$ cat src/rtl/div_ctrl_pkg.sv
// Shared types and helpers for the runtime-programmable clock divider.
// Optional build macro used by div_ctrl: DIV_CTRL_STATS_EN.
package div_ctrl_pkg;

  // Default width of the period counter and of the divide/duty fields.
  localparam int DEF_CNT_W = 16;

  typedef enum logic [1:0] {
    IDLE = 2'd0,
    RUN  = 2'd1,
    PEND = 2'd2
  } state_e;

  // One divider configuration; sized by DEF_CNT_W, so div_ctrl is built
  // with CNT_W equal to DEF_CNT_W.
  typedef struct packed {
    logic [DEF_CNT_W-1:0] div;
    logic [DEF_CNT_W-1:0] duty;
  } cfg_t;

  // A configuration is usable when the period is at least two cycles and
  // the high time fits inside the period.
  function automatic logic cfg_ok(cfg_t c);
    return (c.div >= DEF_CNT_W'(2)) && (c.duty <= c.div);
  endfunction

endpackage

$ cat src/rtl/div_ctrl_if.sv
// Configuration channel into div_ctrl. Signal names are from div_ctrl's
// point of view (i_ = into the divider, o_ = out of it).
interface div_ctrl_if #(parameter int CNT_W = 16);

  // Handshake: a transfer happens on a rising i_clk edge where
  // i_cfg_valid && o_cfg_ready. The requester holds i_cfg_valid and the
  // data stable until that edge. o_cfg_err pulses for one cycle right
  // after a transfer whose data was rejected.
  logic             i_cfg_valid;
  logic             o_cfg_ready;
  logic [CNT_W-1:0] i_cfg_div;
  logic [CNT_W-1:0] i_cfg_duty;
  logic             o_cfg_err;

  modport master (output i_cfg_valid, i_cfg_div, i_cfg_duty,
                  input  o_cfg_ready, o_cfg_err);

  modport slave  (input  i_cfg_valid, i_cfg_div, i_cfg_duty,
                  output o_cfg_ready, o_cfg_err);

endinterface

$ cat src/rtl/div_cnt_core.sv
// Period counter, active (divide, duty) registers and registered output
// decode. Outputs decode the current count, so they lag it by one cycle.
module div_cnt_core
  import div_ctrl_pkg::*;
#(
  parameter int CNT_W    = DEF_CNT_W,
  parameter int DEF_DIV  = 16,
  parameter int DEF_DUTY = 4
) (
  input  logic i_clk,
  input  logic i_rst,
  input  logic i_load,
  input  cfg_t i_cfg,
  input  logic i_run,
  output logic o_tc,
  output logic o_clk_div,
  output logic o_tick
);

  logic [CNT_W-1:0] r_cnt;
  logic [CNT_W-1:0] r_div;
  logic [CNT_W-1:0] r_duty;
  logic             r_clk_div;
  logic             r_tick;

  // Terminal count: last cycle of the current period.
  assign o_tc = i_run && (r_cnt == (r_div - CNT_W'(1)));

  // Count while running, wrap at the period end, hold at zero when idle.
  always_ff @(posedge i_clk) begin
    if (i_rst || !i_run || o_tc) begin
      r_cnt <= '0;
    end else begin
      r_cnt <= r_cnt + CNT_W'(1);
    end
  end

  // Active configuration; only reloaded at a period boundary or when idle.
  always_ff @(posedge i_clk) begin
    if (i_rst) begin
      r_div  <= CNT_W'(DEF_DIV);
      r_duty <= CNT_W'(DEF_DUTY);
    end else if (i_load) begin
      r_div  <= CNT_W'(i_cfg.div);
      r_duty <= CNT_W'(i_cfg.duty);
    end
  end

  // Registered decode of the divided clock and the period-start tick.
  always_ff @(posedge i_clk) begin
    if (i_rst) begin
      r_clk_div <= 1'b0;
      r_tick    <= 1'b0;
    end else begin
      r_clk_div <= i_run && (r_cnt < r_duty);
      r_tick    <= i_run && (r_cnt == '0);
    end
  end

  assign o_clk_div = r_clk_div;
  assign o_tick    = r_tick;

endmodule

$ cat src/rtl/div_ctrl.sv
// Runtime-programmable clock-divider controller: FSM, config handshake,
// shadow register and error pulse around div_cnt_core.
// Optional macro DIV_CTRL_STATS_EN adds o_period_cnt (completed periods).
module div_ctrl
  import div_ctrl_pkg::*;
#(
  parameter int CNT_W    = DEF_CNT_W,
  parameter int DEF_DIV  = 16,
  parameter int DEF_DUTY = 4
) (
  input  logic        i_clk,
  input  logic        i_rst,
  input  logic        i_en,
  div_ctrl_if.slave   cfg,
  output logic        o_clk_div,
  output logic        o_tick,
  output logic        o_busy,
`ifdef DIV_CTRL_STATS_EN
  output logic [31:0] o_period_cnt,
`endif
  output state_e      o_dbg_state
);

  state_e r_state;
  state_e w_state_next;
  cfg_t   r_shadow;
  cfg_t   w_cfg;
  cfg_t   w_load_cfg;
  logic   w_xfer;
  logic   w_ok;
  logic   w_load;
  logic   w_shadow_we;
  logic   w_tc;
  logic   r_err;

  assign w_cfg.div      = DEF_CNT_W'(cfg.i_cfg_div);
  assign w_cfg.duty     = DEF_CNT_W'(cfg.i_cfg_duty);
  assign cfg.o_cfg_ready = (r_state != PEND);
  assign cfg.o_cfg_err   = r_err;
  assign w_xfer         = cfg.i_cfg_valid && cfg.o_cfg_ready;
  assign w_ok           = cfg_ok(w_cfg);
  assign o_busy         = (r_state != IDLE);
  assign o_dbg_state    = r_state;

  // State register.
  always_ff @(posedge i_clk) begin
    if (i_rst) begin
      r_state <= IDLE;
    end else begin
      r_state <= w_state_next;
    end
  end

  // Next state plus load/shadow strobes. A config accepted while running
  // waits in the shadow register until the period ends; a config accepted
  // on the very cycle a run stops goes straight to the active registers.
  always_comb begin
    w_state_next = r_state;
    w_load       = 1'b0;
    w_load_cfg   = w_cfg;
    w_shadow_we  = 1'b0;
    case (r_state)
      IDLE: begin
        if (w_xfer && w_ok) w_load = 1'b1;
        if (i_en) w_state_next = RUN;
      end
      RUN: begin
        if (w_xfer && w_ok) begin
          if (w_tc && !i_en) begin
            w_load       = 1'b1;
            w_state_next = IDLE;
          end else begin
            w_shadow_we  = 1'b1;
            w_state_next = PEND;
          end
        end else if (w_tc && !i_en) begin
          w_state_next = IDLE;
        end
      end
      PEND: begin
        if (w_tc) begin
          w_load       = 1'b1;
          w_load_cfg   = r_shadow;
          w_state_next = i_en ? RUN : IDLE;
        end
      end
      default: w_state_next = IDLE;
    endcase
  end

  // Shadow config and the one-cycle rejection pulse.
  always_ff @(posedge i_clk) begin
    if (i_rst) begin
      r_shadow <= '0;
      r_err    <= 1'b0;
    end else begin
      if (w_shadow_we) r_shadow <= w_cfg;
      r_err <= w_xfer && !w_ok;
    end
  end

  div_cnt_core #(
    .CNT_W    (CNT_W),
    .DEF_DIV  (DEF_DIV),
    .DEF_DUTY (DEF_DUTY)
  ) u_core (
    .i_clk     (i_clk),
    .i_rst     (i_rst),
    .i_load    (w_load),
    .i_cfg     (w_load_cfg),
    .i_run     (o_busy),
    .o_tc      (w_tc),
    .o_clk_div (o_clk_div),
    .o_tick    (o_tick)
  );

`ifdef DIV_CTRL_STATS_EN
  logic [31:0] r_period_cnt;

  // Completed-period counter, saturating, restarted on every new run.
  always_ff @(posedge i_clk) begin
    if (i_rst) begin
      r_period_cnt <= '0;
    end else if (r_state == IDLE && w_state_next == RUN) begin
      r_period_cnt <= '0;
    end else if (w_tc && (r_period_cnt != 32'hFFFF_FFFF)) begin
      r_period_cnt <= r_period_cnt + 32'd1;
    end
  end

  assign o_period_cnt = r_period_cnt;
`endif

endmodule

$ cat src/flat_wrapper.sv
// flat-port wrapper written by rule: the top's interface ports become plain ports
module div_ctrl_flat import div_ctrl_pkg::*;
#(
  parameter int CNT_W    = DEF_CNT_W,
  parameter int DEF_DIV  = 16,
  parameter int DEF_DUTY = 4
)
  (i_clk, i_rst, i_en, o_clk_div, o_tick, o_busy, o_dbg_state, cfg_i_cfg_valid, cfg_i_cfg_div, cfg_i_cfg_duty, cfg_o_cfg_ready, cfg_o_cfg_err);
  div_ctrl_if #(.CNT_W(CNT_W)) cfg_i ();
  input  logic i_clk;
  input  logic i_rst;
  input  logic i_en;
  output logic o_clk_div;
  output logic o_tick;
  output logic o_busy;
  output state_e o_dbg_state;
  input wire logic [$bits(cfg_i.i_cfg_valid)-1:0] cfg_i_cfg_valid;
  input wire logic [$bits(cfg_i.i_cfg_div)-1:0] cfg_i_cfg_div;
  input wire logic [$bits(cfg_i.i_cfg_duty)-1:0] cfg_i_cfg_duty;
  output wire logic [$bits(cfg_i.o_cfg_ready)-1:0] cfg_o_cfg_ready;
  output wire logic [$bits(cfg_i.o_cfg_err)-1:0] cfg_o_cfg_err;
  assign cfg_i.i_cfg_valid = cfg_i_cfg_valid;
  assign cfg_i.i_cfg_div = cfg_i_cfg_div;
  assign cfg_i.i_cfg_duty = cfg_i_cfg_duty;
  assign cfg_o_cfg_ready = cfg_i.o_cfg_ready;
  assign cfg_o_cfg_err = cfg_i.o_cfg_err;
  div_ctrl #(.CNT_W(CNT_W), .DEF_DIV(DEF_DIV), .DEF_DUTY(DEF_DUTY)) u_core (.i_clk(i_clk), .i_rst(i_rst), .i_en(i_en), .cfg(cfg_i), .o_clk_div(o_clk_div), .o_tick(o_tick), .o_busy(o_busy), .o_dbg_state(o_dbg_state));
endmodule
$ cat config.mk
export PLATFORM = sky130hd
export DESIGN_NAME = div_ctrl_flat
export DESIGN_NICKNAME = d
export VERILOG_FILES = /design/src/rtl/div_ctrl_pkg.sv /design/src/rtl/div_ctrl_if.sv /design/src/rtl/div_cnt_core.sv /design/src/rtl/div_ctrl.sv /design/src/flat_wrapper.sv
export SDC_FILE = /design/constraint.sdc
export NUM_CORES = 1
export LEC_CHECK = 0
export ABC_AREA = 1
export ABC_CLOCK_PERIOD_IN_PS = 3100
export CAP_MARGIN = 30
export CORE_AREA = 2 2 102 104
export CTS_BUF_LIST = sky130_fd_sc_hd__clkbuf_4 sky130_fd_sc_hd__clkbuf_8
export DETAILED_ROUTE_END_ITERATION = 12
export DIE_AREA = 0 0 104 106
export PLACE_DENSITY_LB_ADDON = 0.2
export SYNTH_ARGS = -nofsm -noshare
export SYNTH_HDL_FRONTEND = slang
export SYNTH_HIERARCHICAL = 1
export SYNTH_SLANG_ARGS = --single-unit
$ cat constraint.sdc
create_clock -name i_clk -period 3.1 [get_ports i_clk]
set_input_delay 0.93 -clock i_clk [delete_from_list [all_inputs] [get_ports i_clk]]
set_output_delay 0.93 -clock i_clk [all_outputs]
set_load 0.005 [all_outputs]
Yosys cells after proc, flatten, opt, wreduce, memory -nomap -nowiden --
Cells that the tools add are included.
Word-level totals: bits in registers 85, logic and storage cells 55
Operators by class: $add $sub $neg 2, $lt $le $gt $ge 3, eq/ne operators 7, muxes and demuxes 17, reductions and logical operators 17
Operators with widths (number):
- $mux 32 | 2
- $add 16x1->16 const B | 1
- $eq 16x16->1 | 1
- $ge 16x2->1 const B | 1
- $le 16x16->1 | 1
- $logic_not 16->1 | 1
- $lt 16x16->1 | 1
- $sub 16x1->16 const B | 1
- $mux 2 | 5
- $logic_and 1x1->1 | 8
- $mux 1 | 8
- $ne 2x2->1 const B | 3
- $pmux 2 s3 | 1
- $logic_not 1->1 | 3
- $ne 3x2->1 const B | 1
- $pmux 1 s3 | 1
- $reduce_and 3->1 | 1
- $eq 2x1->1 const B | 1
- $eq 2x2->1 const B | 1
- $logic_not 2->1 | 1
- $logic_or 1x1->1 | 2
- $reduce_bool 2->1 | 1

Depth between registers and ports, before layout --
depth after elaboration 7, depth in mapped cells 20

Cells and area by module --
Netlist, hierarchy kept.
By module, submodules not included:
- div_cnt_core | instances 1, cells an instance 435, area an instance 3032.9 um2, seq. area each 1001.0 um2
- div_ctrl | instances 1, cells an instance 375, area an instance 2254.7 um2, seq. area each 700.7 um2

Least setup slack after synthesis --
OpenSTA, ideal clock, no wires.
path kind register to register, from reg u_core.u_core.r_div[0], to reg u_core.u_core.r_div[1], library setup time 0.133 ns, arrival 2.654 ns, data required time 2.967 ns, setup slack 0.313 ns, cell stages (with the launch flop) 18, buffers on the path 3, cell sequence dfxtp_1 -> inv_1 -> ha_1 -> xnor2_1 -> nor2_1 -> nand3_1 -> nand3b_1 -> nor2_1 -> nand4_1 -> nor3_1 -> nand2_1 -> clkbuf_1 -> clkbuf_1 -> o21ai_0 -> inv_1 -> clkbuf_1 -> o21ai_0 -> a21oi_1
Between the ends: cells in the longest elaborated chain, start to end 7, elaborated cells between the ends (all ways) 10, those cells by class add/sub: 1; eq/ne: 1; mux: 6; reduce/logical: 2
RTL lines:
- from (decl) | line div_cnt_core.sv:21 | logic [CNT_W-1:0] r_div;
- from (signal assigned) | line div_cnt_core.sv:41 | r_div <= CNT_W'(DEF_DIV);
- from (signal assigned) | line div_cnt_core.sv:44 | r_div <= CNT_W'(i_cfg.div);
- $sub 16x1->16 (*) | line div_cnt_core.sv:27 | assign o_tc = i_run && (r_cnt == (r_div - CNT_W'(1)));
- $eq 16x16->1 (*) | line div_cnt_core.sv:27
- $logic_and 1x1->1 (*) | line div_cnt_core.sv:27
- net u_core.w_tc | line div_ctrl.sv:33 | logic w_tc;
- $logic_and 1x1->1 | line div_ctrl.sv:69 | if (w_tc && !i_en) begin
- $mux 1 | line div_ctrl.sv:69
- $mux 1 | line div_ctrl.sv:68 | if (w_xfer && w_ok) begin
- $pmux 1 s3 (*) | line div_ctrl.sv:62 | case (r_state)
- net u_core.w_load | line div_ctrl.sv:31 | logic w_load;
Mark *: on every way through the listed nets, which the timed path passes. The rest lies on a longest branch. A chain may end at the register's enable or synchronous reset.

Worst setup path after layout --
from reg u_core.u_core.r_div[0], to reg u_core.u_core.r_duty[15]
Between the ends: cells in the longest elaborated chain, start to end 7, elaborated cells between the ends (all ways) 10, those cells by class add/sub: 1; eq/ne: 1; mux: 6; reduce/logical: 2
RTL lines:
- $sub 16x1->16 (*) | line div_cnt_core.sv:27
- $eq 16x16->1 (*) | line div_cnt_core.sv:27
- $logic_and 1x1->1 (*) | line div_cnt_core.sv:27
- net u_core.w_tc | line div_ctrl.sv:33
- $logic_and 1x1->1 | line div_ctrl.sv:69
- $mux 1 | line div_ctrl.sv:69
- $mux 1 | line div_ctrl.sv:68
- $pmux 1 s3 (*) | line div_ctrl.sv:62
- net u_core.w_load | line div_ctrl.sv:31
- to (signal assigned) | line div_cnt_core.sv:42 | r_duty <= CNT_W'(DEF_DUTY);
- to (signal assigned) | line div_cnt_core.sv:45 | r_duty <= CNT_W'(i_cfg.duty);
- to (decl) | line div_cnt_core.sv:22 | logic [CNT_W-1:0] r_duty;
Marked as above.

==> flow_metrics.tcl <==
set metrics [dict create \
    cts.path.max_buffers 2 \
    overflow 0 \
    die_x_um 104 \
    yosys_warnings 6 \
    die_area_mm2 0.0110 \
    synth-edff-count 0 \
    synth_fp_nets 880 \
    worstSetupPathType "reg2reg" \
    place_hpwl_mm 10.2 \
    avgSynthCellArea_um2 6.53 \
    drc 0 \
    ant_nets 0 \
    n_fill_cell 890 \
    finalPower_mw 2.70 \
    synth_ff_type "dfxtp_1" \
    seq_area_frac_synth_pct 32.2 \
    grt_max_degree 43 \
    hp-class "reg2reg" \
    drive_gt1_share_pct 15.9 \
    synth_top_area_share_pct 32.2 \
    globalplace.congestion 0.922 \
    finalClockSkew_ps 11.4 \
    grt_busiest_layer "met2" \
    synth_cell_types 35 \
    cp-end-kind "flip-flop" \
    cp_max_fo 7 \
    fmax_mhz 338 \
    cts_hold_buf 0 \
    wire_per_inst_um 13.7 \
    timing.final.crit_share_pct 95.5 \
    timing.hold.ws_ps 457 \
    slew_headroom_pct 33.0 \
    cts_tree "yes" \
    synth_most_common_cell "nand2_1" \
    hold_viol 0 \
    p_per_area_mw_per_mm2 406 \
    fin_util_pct 66.6 \
    required_ps 3400 \
    grt_use_met1_pct 31.1 \
    cts_made_buffers 9 \
    synth_cells 810 \
    yosys-top-cells-area "dfxtp_1 (32%), nand2_1 (13%), nor2_1 (9.0%)" \
    startpoint_type "flip-flop" \
    diodes 0 \
    drtPass1Iterations 5 \
    met3_usage_pct 4.60 \
    worst_pin_slew_ps 1000 \
    htree_levels 3 \
    grt_pass1_wl_mm 21.7 \
    antenna_found_initial 0 \
    port_buffers 42 \
    placed_area_mm2 0.00617 \
    post_cts_buffers 0 \
    synth_common_cells "nand2_1 (188), nor2_1 (127), inv_1 (121)" \
    clock_latency_ps 370 \
    peakVddDrop_mv 0.291 \
    setup_tns_ps 0 \
    synth_area_mm2 0.00529 \
    cts_sinks 85 \
    drv_cap 0 \
    grtUsageMet2_pct 41.4 \
    nets 965 \
    grt_pass1_vias 4726 \
    cp.arrival_ps 3260 \
    synth-async-reset-ratio_pct 0 \
    area_growth_pct 26.0 \
    p_leak_nw 3.23 \
    cts-root-buf "clkbuf_8" \
    num_io_pins 43 \
    status "finished, final reports clean" \
    clk_pin_slew_ps 80 \
    grt_use_total_pct 24.6 \
    fin_crit_ps 2960 \
    drv_slew 0 \
    ys_ff_latch 85 \
    setup_viol 0 \
    wl_mm 14.2 \
    start_util_pct 52.9 \
    coreArea_mm2 0.0100 \
    stdcell_area_mm2 0.00666 \
    num_rows 37 \
    drt-initial-drc-count 246 \
    vias 5250 \
    via_per_inst 5.07 \
    die_h_um 106 \
    yosys.area.top_type "dfxtp_1" \
]
[kinds of logic (layout without fill, tap and decap cells)]
kind of cell / count (synthesis) / after routing / share of synthesized area (%)
buffers and inverters: 152 / 242 / 12.0
flip-flops: 85 / 85 / 32.2
XOR/XNOR: 31 / 31 / 5.13
adder cells (fa/ha/maj): 34 / 34 / 8.05
AND/OR/NAND/NOR: 387 / 387 / 31.1
AO/OA/AOI/OAI: 121 / 121 / 11.6
[through the flow]
step	setup WS [ps]	std cells
3_3_place_gp	-132	1013
3_5_place_dp	-249	1013
4_1_cts	5.71	1029
6_report	138	1036
5_1_grt	-26.5	1036
2_1_floorplan	313	810
[cell type report]
cell class | count | area (µm²) | area share, %
clock buffers | 14 | 161 | 2.42
flip-flops and latches | 85 | 1710 | 25.6
repair buffers | 103 | 1030 | 15.5
multi-input cells | 573 | 3110 | 46.8
clock inverters | 2 | 10.0 | 0.150
well taps | 136 | 170 | 2.55
inverters | 123 | 467 | 7.01
[power breakdown]
part / total [mW] / internal, mW / switching, mW
clock: 0.728 / 0.335 / 0.393
combinational: 0.763 / 0.333 / 0.429
sequential: 1.21 / 1.17 / 0.0450
total: 2.70 / 1.84 / 0.868
[final timing paths]
path | endpoint | slack (ps) | depth (start not counted) | start
worst min register to register | u_core/u_core/r_duty[0] | 460 | 2 | u_core/u_core/r_duty[0]
worst max-delay path | u_core/u_core/r_duty[15] | 140 | 21 | u_core/u_core/r_div[0]
worst min-delay path | u_core/u_core/r_duty[0] | 460 | 2 | u_core/u_core/r_duty[0]
worst max register to register | u_core/u_core/r_duty[15] | 140 | 21 | u_core/u_core/r_div[0]
[worst max-delay path, stage by stage, from the launching register on]
cell	delay (ps)
dfxtp_2	330
inv_2	70
buf_4	140
nand3_4	120
inv_1	70
o21ai_0	70
nand2_1	90
nand2_1	60
nor2_1	110
nand2_1	70
nor2_1	120
nand4_1	120
nor3_2	280
buf_4	190
inv_2	50
o21ai_2	170
nand2_2	100
o21ai_4	170
clkinv_4	150
buf_12	170
buf_12	130
a21oi_1	130
[flip-flops by register name, summed over array words and instances, names as in the netlist]
register,count
u_core/u_core/r_duty,16
u_core/o_dbg_state,2
u_core/u_core/r_div,16
u_core/cfg.o_cfg_err,1
u_core/u_core/o_tick,1
u_core/u_core/r_cnt,16
u_core/r_shadow,32
u_core/u_core/o_clk_div,1
[cells in the final DEF (no fill, tap or decap), types with 2 or more instances in the layout]
master / instances
o21ai_2: 12
nand3_1: 27
nor3_1: 3
ha_1: 33
nor2_4: 3
o21ai_4: 2
clkbuf_8: 9
nor2_1: 124
o21ai_0: 50
nand2_1: 186
o21ai_1: 11
nor2_2: 17
a21oi_1: 33
clkbuf_4: 5
nand3b_1: 3
nand3_2: 2
inv_1: 117
nor3_2: 2
buf_4: 47
buf_6: 4
dfxtp_1: 82
nand2_2: 4
buf_12: 5
clkdlybuf4s50_1: 42
xnor2_1: 10
inv_2: 4
clkbuf_16: 4
clkinv_2: 2
nand4_1: 8
xor2_1: 20
nor4_1: 4
a21oi_2: 10
dfxtp_2: 3
[layer usage]
layer  vias to the layer above  wire, µm
met5                         -         0
met4                         0       348
met3                        28       717
met2                       165      6970
met1                      2370      6170
li1                       2687         -
[what timing repair did]
action	4_1_cts	5_1_grt
gates resized for setup	2	72
cloned	0	7
pin swaps	0	10
endpoints found under the setup margin	29	61
Power figures use the tool's default switching activity.
